<file path="src/rtl/score_tracker.sv">
// N-player BCD score and lives keeper.
// Point additions ripple through the score one BCD digit per clock, then a
// compare cycle updates the session high score. Lives are adjusted
// independently by lose strobes and by bonus grants from the ripple.
module score_tracker #(
  parameter  int DIGITS      = 4,
  parameter  int PLAYERS     = 2,
  parameter  int LIVES_INIT  = 3,
  parameter  int LIVES_MAX   = 9,
  parameter  int EXTRA_DIGIT = 2,
  localparam int PW          = (PLAYERS > 1) ? $clog2(PLAYERS) : 1
) (
  input  logic                          clk,
  input  logic                          reset,
  input  logic                          start,
  input  logic                          add_valid,
  output logic                          add_ready,
  input  logic [PW-1:0]                 add_player,
  input  logic [3:0]                    add_pts,
  input  logic                          lose_valid,
  input  logic [PW-1:0]                 lose_player,
  output logic [PLAYERS*DIGITS*4-1:0]   score_bcd,
  output logic [PLAYERS*4-1:0]          lives,
  output logic [DIGITS*4-1:0]           hiscore_bcd,
  output logic                          extra_life,
  output logic                          game_over
);

  localparam int SW = DIGITS * 4;
  localparam int KW = $clog2(DIGITS);

  typedef enum logic [1:0] {
    S_IDLE = 2'd0,
    S_ADD  = 2'd1,
    S_CMP  = 2'd2
  } state_t;

  state_t        state_r;
  logic          add_ready_r;
  logic [PW-1:0] player_r;
  logic          player_ok_r;
  logic [3:0]    carry_r;
  logic [KW-1:0] k_r;
  logic [SW-1:0] score_r [PLAYERS];
  logic [3:0]    lives_r [PLAYERS];
  logic [SW-1:0] hiscore_r;
  logic          extra_life_r;
  logic          game_over_r;

  logic [SW-1:0] sel_score_s;
  logic [3:0]    sel_lives_s;
  logic [3:0]    digit_s;
  logic [4:0]    sum_s;
  logic          carry_out_s;
  logic [3:0]    new_digit_s;
  logic          last_s;
  logic          grant_s;
  logic [3:0]    pts_clamp_s;
  logic          in_range_s;
  logic          all_out_s;

  // Select the target player's score/lives and compute one ripple step.
  always_comb begin
    sel_score_s = '0;
    sel_lives_s = 4'd0;
    for (int p = 0; p < PLAYERS; p++) begin
      if (player_r == PW'(p)) begin
        sel_score_s = score_r[p];
        sel_lives_s = lives_r[p];
      end else begin
        // keep the earlier selection
      end
    end
    digit_s     = sel_score_s[int'(k_r)*4 +: 4];
    sum_s       = 5'(digit_s) + 5'(carry_r);
    carry_out_s = (sum_s > 5'd9);
    if (carry_out_s) begin
      new_digit_s = 4'(sum_s - 5'd10);
    end else begin
      new_digit_s = sum_s[3:0];
    end
    last_s  = (k_r == KW'(DIGITS - 1));
    grant_s = (state_r == S_ADD) && player_ok_r && (k_r == KW'(EXTRA_DIGIT)) &&
              carry_out_s && (sel_lives_s != 4'd0);
  end

  // Request-side decode: clamp points, range-check player, detect all-out.
  always_comb begin
    if (add_pts > 4'd9) begin
      pts_clamp_s = 4'd9;
    end else begin
      pts_clamp_s = add_pts;
    end
    in_range_s = ({1'b0, add_player} < (PW + 1)'(PLAYERS));
    all_out_s  = 1'b1;
    for (int p = 0; p < PLAYERS; p++) begin
      if (lives_r[p] != 4'd0) begin
        all_out_s = 1'b0;
      end else begin
        // player already out; leaves the flag as is
      end
    end
  end

  // Adder FSM: accept request, ripple digits, compare against high score.
  always_ff @(posedge clk or negedge reset) begin
    if (!reset) begin
      state_r     <= S_IDLE;
      add_ready_r <= 1'b1;
      player_r    <= '0;
      player_ok_r <= 1'b0;
      carry_r     <= 4'd0;
      k_r         <= '0;
      hiscore_r   <= '0;
      for (int p = 0; p < PLAYERS; p++) score_r[p] <= '0;
    end else if (start) begin
      state_r     <= S_IDLE;
      add_ready_r <= 1'b1;
      carry_r     <= 4'd0;
      k_r         <= '0;
      for (int p = 0; p < PLAYERS; p++) score_r[p] <= '0;
    end else begin
      case (state_r)
        S_IDLE: begin
          if (add_valid) begin
            player_r    <= add_player;
            player_ok_r <= in_range_s;
            carry_r     <= pts_clamp_s;
            k_r         <= '0;
            state_r     <= S_ADD;
            add_ready_r <= 1'b0;
          end
        end
        S_ADD: begin
          for (int p = 0; p < PLAYERS; p++) begin
            if (player_ok_r && (player_r == PW'(p))) begin
              score_r[p][int'(k_r)*4 +: 4] <= new_digit_s;
              // overflow out of the top digit pins the score at all nines
              if (last_s && carry_out_s) score_r[p] <= {DIGITS{4'd9}};
            end
          end
          carry_r <= {3'd0, carry_out_s};
          if (last_s) begin
            k_r     <= '0;
            state_r <= S_CMP;
          end else begin
            k_r <= k_r + KW'(1);
          end
        end
        S_CMP: begin
          if (player_ok_r && (sel_score_s > hiscore_r)) hiscore_r <= sel_score_s;
          state_r     <= S_IDLE;
          add_ready_r <= 1'b1;
        end
        default: begin
          state_r     <= S_IDLE;
          add_ready_r <= 1'b1;
        end
      endcase
    end
  end

  // Lives: lose strobes and bonus grants; a simultaneous pair cancels.
  always_ff @(posedge clk or negedge reset) begin
    if (!reset) begin
      for (int p = 0; p < PLAYERS; p++) lives_r[p] <= 4'(LIVES_INIT);
    end else if (start) begin
      for (int p = 0; p < PLAYERS; p++) lives_r[p] <= 4'(LIVES_INIT);
    end else begin
      for (int p = 0; p < PLAYERS; p++) begin
        if (grant_s && (player_r == PW'(p)) && lose_valid && (lose_player == PW'(p))) begin
          lives_r[p] <= lives_r[p];
        end else if (grant_s && (player_r == PW'(p))) begin
          if (lives_r[p] < 4'(LIVES_MAX)) lives_r[p] <= lives_r[p] + 4'd1;
        end else if (lose_valid && (lose_player == PW'(p))) begin
          if (lives_r[p] != 4'd0) lives_r[p] <= lives_r[p] - 4'd1;
        end
      end
    end
  end

  // Status flags: bonus pulse and game-over, one cycle behind the lives.
  always_ff @(posedge clk or negedge reset) begin
    if (!reset) begin
      extra_life_r <= 1'b0;
      game_over_r  <= 1'b0;
    end else begin
      extra_life_r <= grant_s && !start;
      game_over_r  <= all_out_s;
    end
  end

  // Flatten per-player registers onto the scoreboard buses.
  always_comb begin
    score_bcd = '0;
    lives     = '0;
    for (int p = 0; p < PLAYERS; p++) begin
      score_bcd[p*SW +: SW] = score_r[p];
      lives[p*4 +: 4]       = lives_r[p];
    end
  end

  assign add_ready   = add_ready_r;
  assign hiscore_bcd = hiscore_r;
  assign extra_life  = extra_life_r;
  assign game_over   = game_over_r;

endmodule
</file>
<file path="config.mk">
export PLATFORM = sky130hd
export DESIGN_NAME = score_tracker
export DESIGN_NICKNAME = d
export VERILOG_FILES = /design/src/rtl/score_tracker.sv
export SDC_FILE = /design/constraint.sdc
export NUM_CORES = 1
export LEC_CHECK = 0
export BUFFER_PORTS_ARGS = -buffer_cell sky130_fd_sc_hd__buf_2
export CORE_MARGIN = 3
export CORE_UTILIZATION = 50
export CTS_BUF_LIST = sky130_fd_sc_hd__clkbuf_8 sky130_fd_sc_hd__clkbuf_16
export CTS_CLUSTER_DIAMETER = 200
export DETAILED_ROUTE_END_ITERATION = 6
export GPL_TIMING_DRIVEN = 0
export PLACE_DENSITY = 0.71
export SLEW_MARGIN = 20
export SYNTH_ARGS = -nofsm -noshare
export SYNTH_HDL_FRONTEND = slang
export SYNTH_SLANG_ARGS = --single-unit
</file>
<file path="constraint.sdc">
create_clock -name clk -period 5.1 [get_ports clk]
set_input_delay 1.02 -clock clk [delete_from_list [all_inputs] [get_ports clk]]
set_output_delay 1.02 -clock clk [all_outputs]
set_load 0.005 [all_outputs]
</file>
Yosys cells after proc, flatten, opt, wreduce, memory -nomap -nowiden
Cells that the tools add are included.
- register bits: 69
- input port bits: 11
- output and inout port bits: 59
- word-level logic and storage cells: 121
- add/subtract/negate cells: 8
- $lt $le $gt $ge: 5
- equality and inequality tests: 11
- shift-type cells: 3
- muxes and demuxes: 39
- bitwise logic cells: 3
- reductions and logical operators: 39
- operators with widths (operator ; count):
    $mux 16 ; 5
    $mux 32 ; 2
    $mux 4 ; 15
    $neg 4->33 ; 1
    $shift 4x33->16 const A ; 1
    $shiftx 4x33->16 ; 1
    $bwmux 16 ; 2
    $logic_and 1x1->1 ; 17
    $gt 16x16->1 ; 1
    $shiftx 16x5->4 ; 1
    $reduce_bool 3->1 ; 5
    $mux 2 ; 6
    $reduce_bool 4->1 ; 3
    $reduce_and 2->1 ; 5
    $add 4x1->4 const B ; 2
    $lt 4x4->1 const B ; 2
    $mux 8 ; 1
    $pmux 2 s2 ; 2
    $pmux 4 s2 ; 1
    $reduce_and 4->1 ; 2
    $sub 4x1->4 const B ; 2
    $eq 2x2->1 const B ; 3
    $ne 2x2->1 const B ; 3
    $ne 3x2->1 const B ; 2
    other kinds (14) ; 23

Longest topological paths before layout
- word-level depth: 11
- mapped depth: 20
- gate-level depth less buffers: 17

Worst setup path after synthesis
Ideal clock, no wire load.
- kind: reg2reg
- start: register player_r
- end: register lives_r (netlist bit lives[7])
- setup time: 123 ps
- arrival: 4552 ps
- data required time: 4977 ps
- path slack: 425 ps
- stages on the path, launching flop included: 21
- clock period less this slack: 4675 ps
- cells stage by stage: dfrtp_1 buf_4 clkbuf_1 mux2_2 mux4_2 ha_1 inv_1 fa_1 o2bb2ai_1 a222oi_1 a311o_2 buf_6 and3_2 nand2_1 ha_1 a21o_1 a21oi_1 nand2_1 and3b_1 o22ai_1 nand2_1
- cells in the longest elaborated chain, start to end: 11
- elaborated cells between the ends (all ways): 19
- RTL lines (element ; line ; RTL):
    start, declared ; 40 ; logic [PW-1:0] player_r;
    start signal, assigned ; 126 ; player_r <= add_player;
    $mux 16 (*) ; 67 ; if (player_r == PW'(p)) begin
    via sel_score_s[8] ; 50 ; logic [SW-1:0] sel_score_s;
    $shiftx 16x5->4 (*) ; 74 ; digit_s = sel_score_s[int'(k_r)*4 +: 4];
    $add 4x4->5 (*) ; 75 ; sum_s = 5'(digit_s) + 5'(carry_r);
    $gt 5x4->1 (*) ; 76 ; carry_out_s = (sum_s > 5'd9);
    $logic_and 1x1->1 (*) ; 83 ; grant_s = (state_r == S_ADD) && player_ok_r && (k_r == KW'(EXTRA_DIGIT)) &&
    $logic_and 1x1->1 (*) ; 84 ; carry_out_s && (sel_lives_s != 4'd0);
    $logic_and 1x1->1 (*) ; 171, 173 ;
    $logic_and 1x1->1 (2 in series) ; 171 ; if (grant_s && (player_r == PW'(p)) && lose_valid && (lose_player == PW'(p))) begin
    $ne 2x2->1 (no line) ; n/a ;
    $reduce_and 4->1 (no line) ; n/a ;
    end signal, assigned by index ; 172 ; lives_r[p] <= lives_r[p];
    end, declared ; 45 ; logic [3:0] lives_r [PLAYERS];
The timed path passes the listed nets; every way through them passes the cells marked *. The select of a mux whose other input is x is not followed.
A chain may end at the register's enable or synchronous reset.

Final worst setup path
Ends and elaborated chain as after synthesis.

==> flow_summary.json <==
{
  "leakage_nw": 2.43,
  "power_mw": 1.25,
  "dp_slack_ns": -0.219,
  "synth_ff_type": "dfrtp_1",
  "crit_start": "player_r$_DFFE_PN0P_",
  "met3_usage": 0.0542,
  "area_growth_pct": 16.2,
  "final.setup_skew_ns": 0.0105,
  "end_kind": "flip-flop",
  "yosys.area.top_type": "dfrtp_1",
  "initial_core_util": 0.526,
  "fp-row-count": 33,
  "synth-seq-area-share": 0.393,
  "hpwl_um": 8820,
  "gp_congestion": 0.923,
  "worst_pin_slew_ns": 0.821,
  "drv_slew": 0,
  "wl_um": 11800,
  "min_period_ns": 4.85,
  "hold_path.class": "primary input to asynchronous set/reset pin",
  "die_area_um2": 9980,
  "netlist.area_leader.share": 0.363,
  "ir_worst_vdd_uv": 148,
  "ys_types": 75,
  "fillCellCount": 714,
  "cts.path.max_buffers": 2,
  "finalSetupViolCount": 0,
  "worst-path-max-fanout": 10,
  "timing.rr.end": "lives[7]$_DFFE_PN0P_",
  "synth_area_leaders": "dfrtp_1 (36%), mux2_2 (8.9%), ha_1 (8.5%)",
  "hold_violations": 0,
  "dieWidth_um": 99.9,
  "maxSlewHeadroom": 0.450,
  "path_class": "flip-flop to flip-flop",
  "cts_root_buffer": "clkbuf_8",
  "final_area_um2": 5120,
  "grt_pass1_wl_um": 18900,
  "wl_per_cell_um": 19.1,
  "portBuffers": 68,
  "cp.required_ns": 5.34,
  "nets": 553,
  "rsz0062_at_grt": "false",
  "status": "finished, final reports clean",
  "ff2ff_path_depth": 20,
  "vias": 3816,
  "setup-tns-final_ns": 0,
  "clk_latency_ns": 0.35,
  "cts_sinks": 69,
  "fmax_mhz": 206,
  "cts_tree": "yes",
  "antenna_cells": 0,
  "worst_slack_ns": 0.252,
  "grt_pass1_vias": 3571,
  "syn_area_per_cell_um2": 10.3,
  "synth_area_um2": 4410,
  "io_pins": 70,
  "final_common_cell": "buf_2",
  "grt_use_met2": 0.361,
  "dr.pass1.iters": 5,
  "synthArstFlopShare": 1.00,
  "drv_cap": 0,
  "period_share": 0.951,
  "cts_buffers": 9,
  "place_area_um2": 4910,
  "drc": 0,
  "synth_edf_count": 0,
  "synth_cells": 427,
  "postRouteAntennaNets": 0,
  "start_kind": "flip-flop",
  "gr-usage-met1": 0.356,
  "crit_end": "lives[7]$_DFFE_PN0P_",
  "ys_ff_latch": 69,
  "core-area_um2": 8380,
  "regToRegStartpoint": "player_r$_DFFE_PN0P_",
  "grt_overflow": 0,
  "grt_busiest_layer": "met2",
  "drt-initial-drc-count": 349,
  "fp.dieH_um": 99.9,
  "antenna_found_initial": 0,
  "drt-vias-per-instance": 6.16,
  "final_cell_mix": "buf_2 (69), dfrtp_1 (64), nor2_1 (38)",
  "htree_levels": 3,
  "grtUsageTotal": 0.245,
  "cts.reportedPaths.clkPinSlew_ns": 0.08,
  "rrSetupSlack_ns": 0.25,
  "grt_max_degree": 58,
  "syn_nets": 471,
  "cp.arrival_ns": 5.09,
  "ys_warn_count": 0,
  "final_layout_size_suffix_gt1_frac": 0.304,
  "power_density_nw_per_um2": 244
}
per-layer routing:
metal / share of wire / vias up
met1: 0.44 / 1856
met4: 0.023 / 0
met3: 0.089 / 25
met5: 0 / -
li1: - / 1754
met2: 0.45 / 181
worst min-delay path by stage:
stage                                    from                   endpoint  slack, ns  cells after the start
finish                                  reset   score_bcd[7]$_DFFE_PN0P_       0.51                      1
global route                            reset  score_bcd[23]$_DFFE_PN0P_       0.51                      1
CTS                                     reset     carry_r[1]$_DFFE_PN0P_       0.51                      1
detailed placement  score_bcd[30]$_DFFE_PN0P_  score_bcd[30]$_DFFE_PN0P_       0.49                      2
global placement    score_bcd[30]$_DFFE_PN0P_  score_bcd[30]$_DFFE_PN0P_       0.48                      2
floorplan              carry_r[0]$_DFFE_PN0P_     carry_r[0]$_DFFE_PN0P_       0.46                      2
cells by family after synthesis:
| logic type | synth area share |
|---|---|
| AND/OR/NAND/NOR | 0.158 |
| AO/OA/AOI/OAI | 0.177 |
| flip-flops | 0.393 |
| multiplexers | 0.121 |
| buffers and inverters | 0.0437 |
| adder cells (fa/ha/maj) | 0.0988 |
| XOR/XNOR | 0.00795 |
cell usage after synthesis, drive strengths merged, types with 8 or more instances:
cell     n
a21oi   21
ha      30
nand3    8
nor2b   10
nor2    39
o21ai   22
o41ai    9
dfrtp   64
inv     25
mux2    36
clkbuf  11
nand2   25
per-stage QoR:
step	hold slack [ns]	cells	util
floorplan	0.456	427	-
global placement	0.482	600	0.582
detailed placement	0.488	601	0.586
CTS	0.508	617	0.607
global route	0.506	619	0.611
finish	0.509	619	0.611
where the power goes:
part           total (mW)  switching [mW]  internal, mW
registers           0.581          0.0157         0.565
clock network       0.408           0.212         0.197
logic               0.263           0.158         0.105
total                1.25           0.385         0.866
worst max-delay path: stages, from the launching register on:
cell and delay (ns):
dfrtp_1 0.32, buf_4 0.17, buf_6 0.18, mux2_2 0.40, mux4_2 0.48, ha_1 0.23
inv_1 0.09, fa_2 0.47, o2bb2ai_1 0.14, a222oi_1 0.35, a311o_2 0.25, buf_6 0.15
and3_2 0.23, nand2_1 0.12, ha_1 0.30, a21o_1 0.19, a21oi_2 0.19, nand2_1 0.09
and3b_1 0.18, o22ai_1 0.12, nand2_1 0.07
state kept, by name (all words and copies together), names as in the netlist:
signal / flops
add_ready: 1
carry_r: 4
extra_life: 1
game_over: 1
hiscore_bcd: 16
k_r: 2
lives: 8
player_ok_r: 1
player_r: 1
score_bcd: 32
state_r: 2
repair_timing:
item / in CTS / in global routing
pin swaps: 0 / 3
buffers inserted: 0 / 2
hold buffers: 0 / 0
gates resized for setup: 2 / 10
endpoints found under the setup margin: 2 / 2
layout make-up:
cell class	count	area, um2	area share
plain buffers	18	114	0.0222
clock buffers	11	151	0.0296
well taps	105	131	0.0257
multi-input cells	315	2490	0.486
inverters	25	93.8	0.0183
clock inverters	5	22.5	0.00440
flip-flops and latches	69	1730	0.338
repair buffers	71	385	0.0753
(Power assumes the default switching activity.)
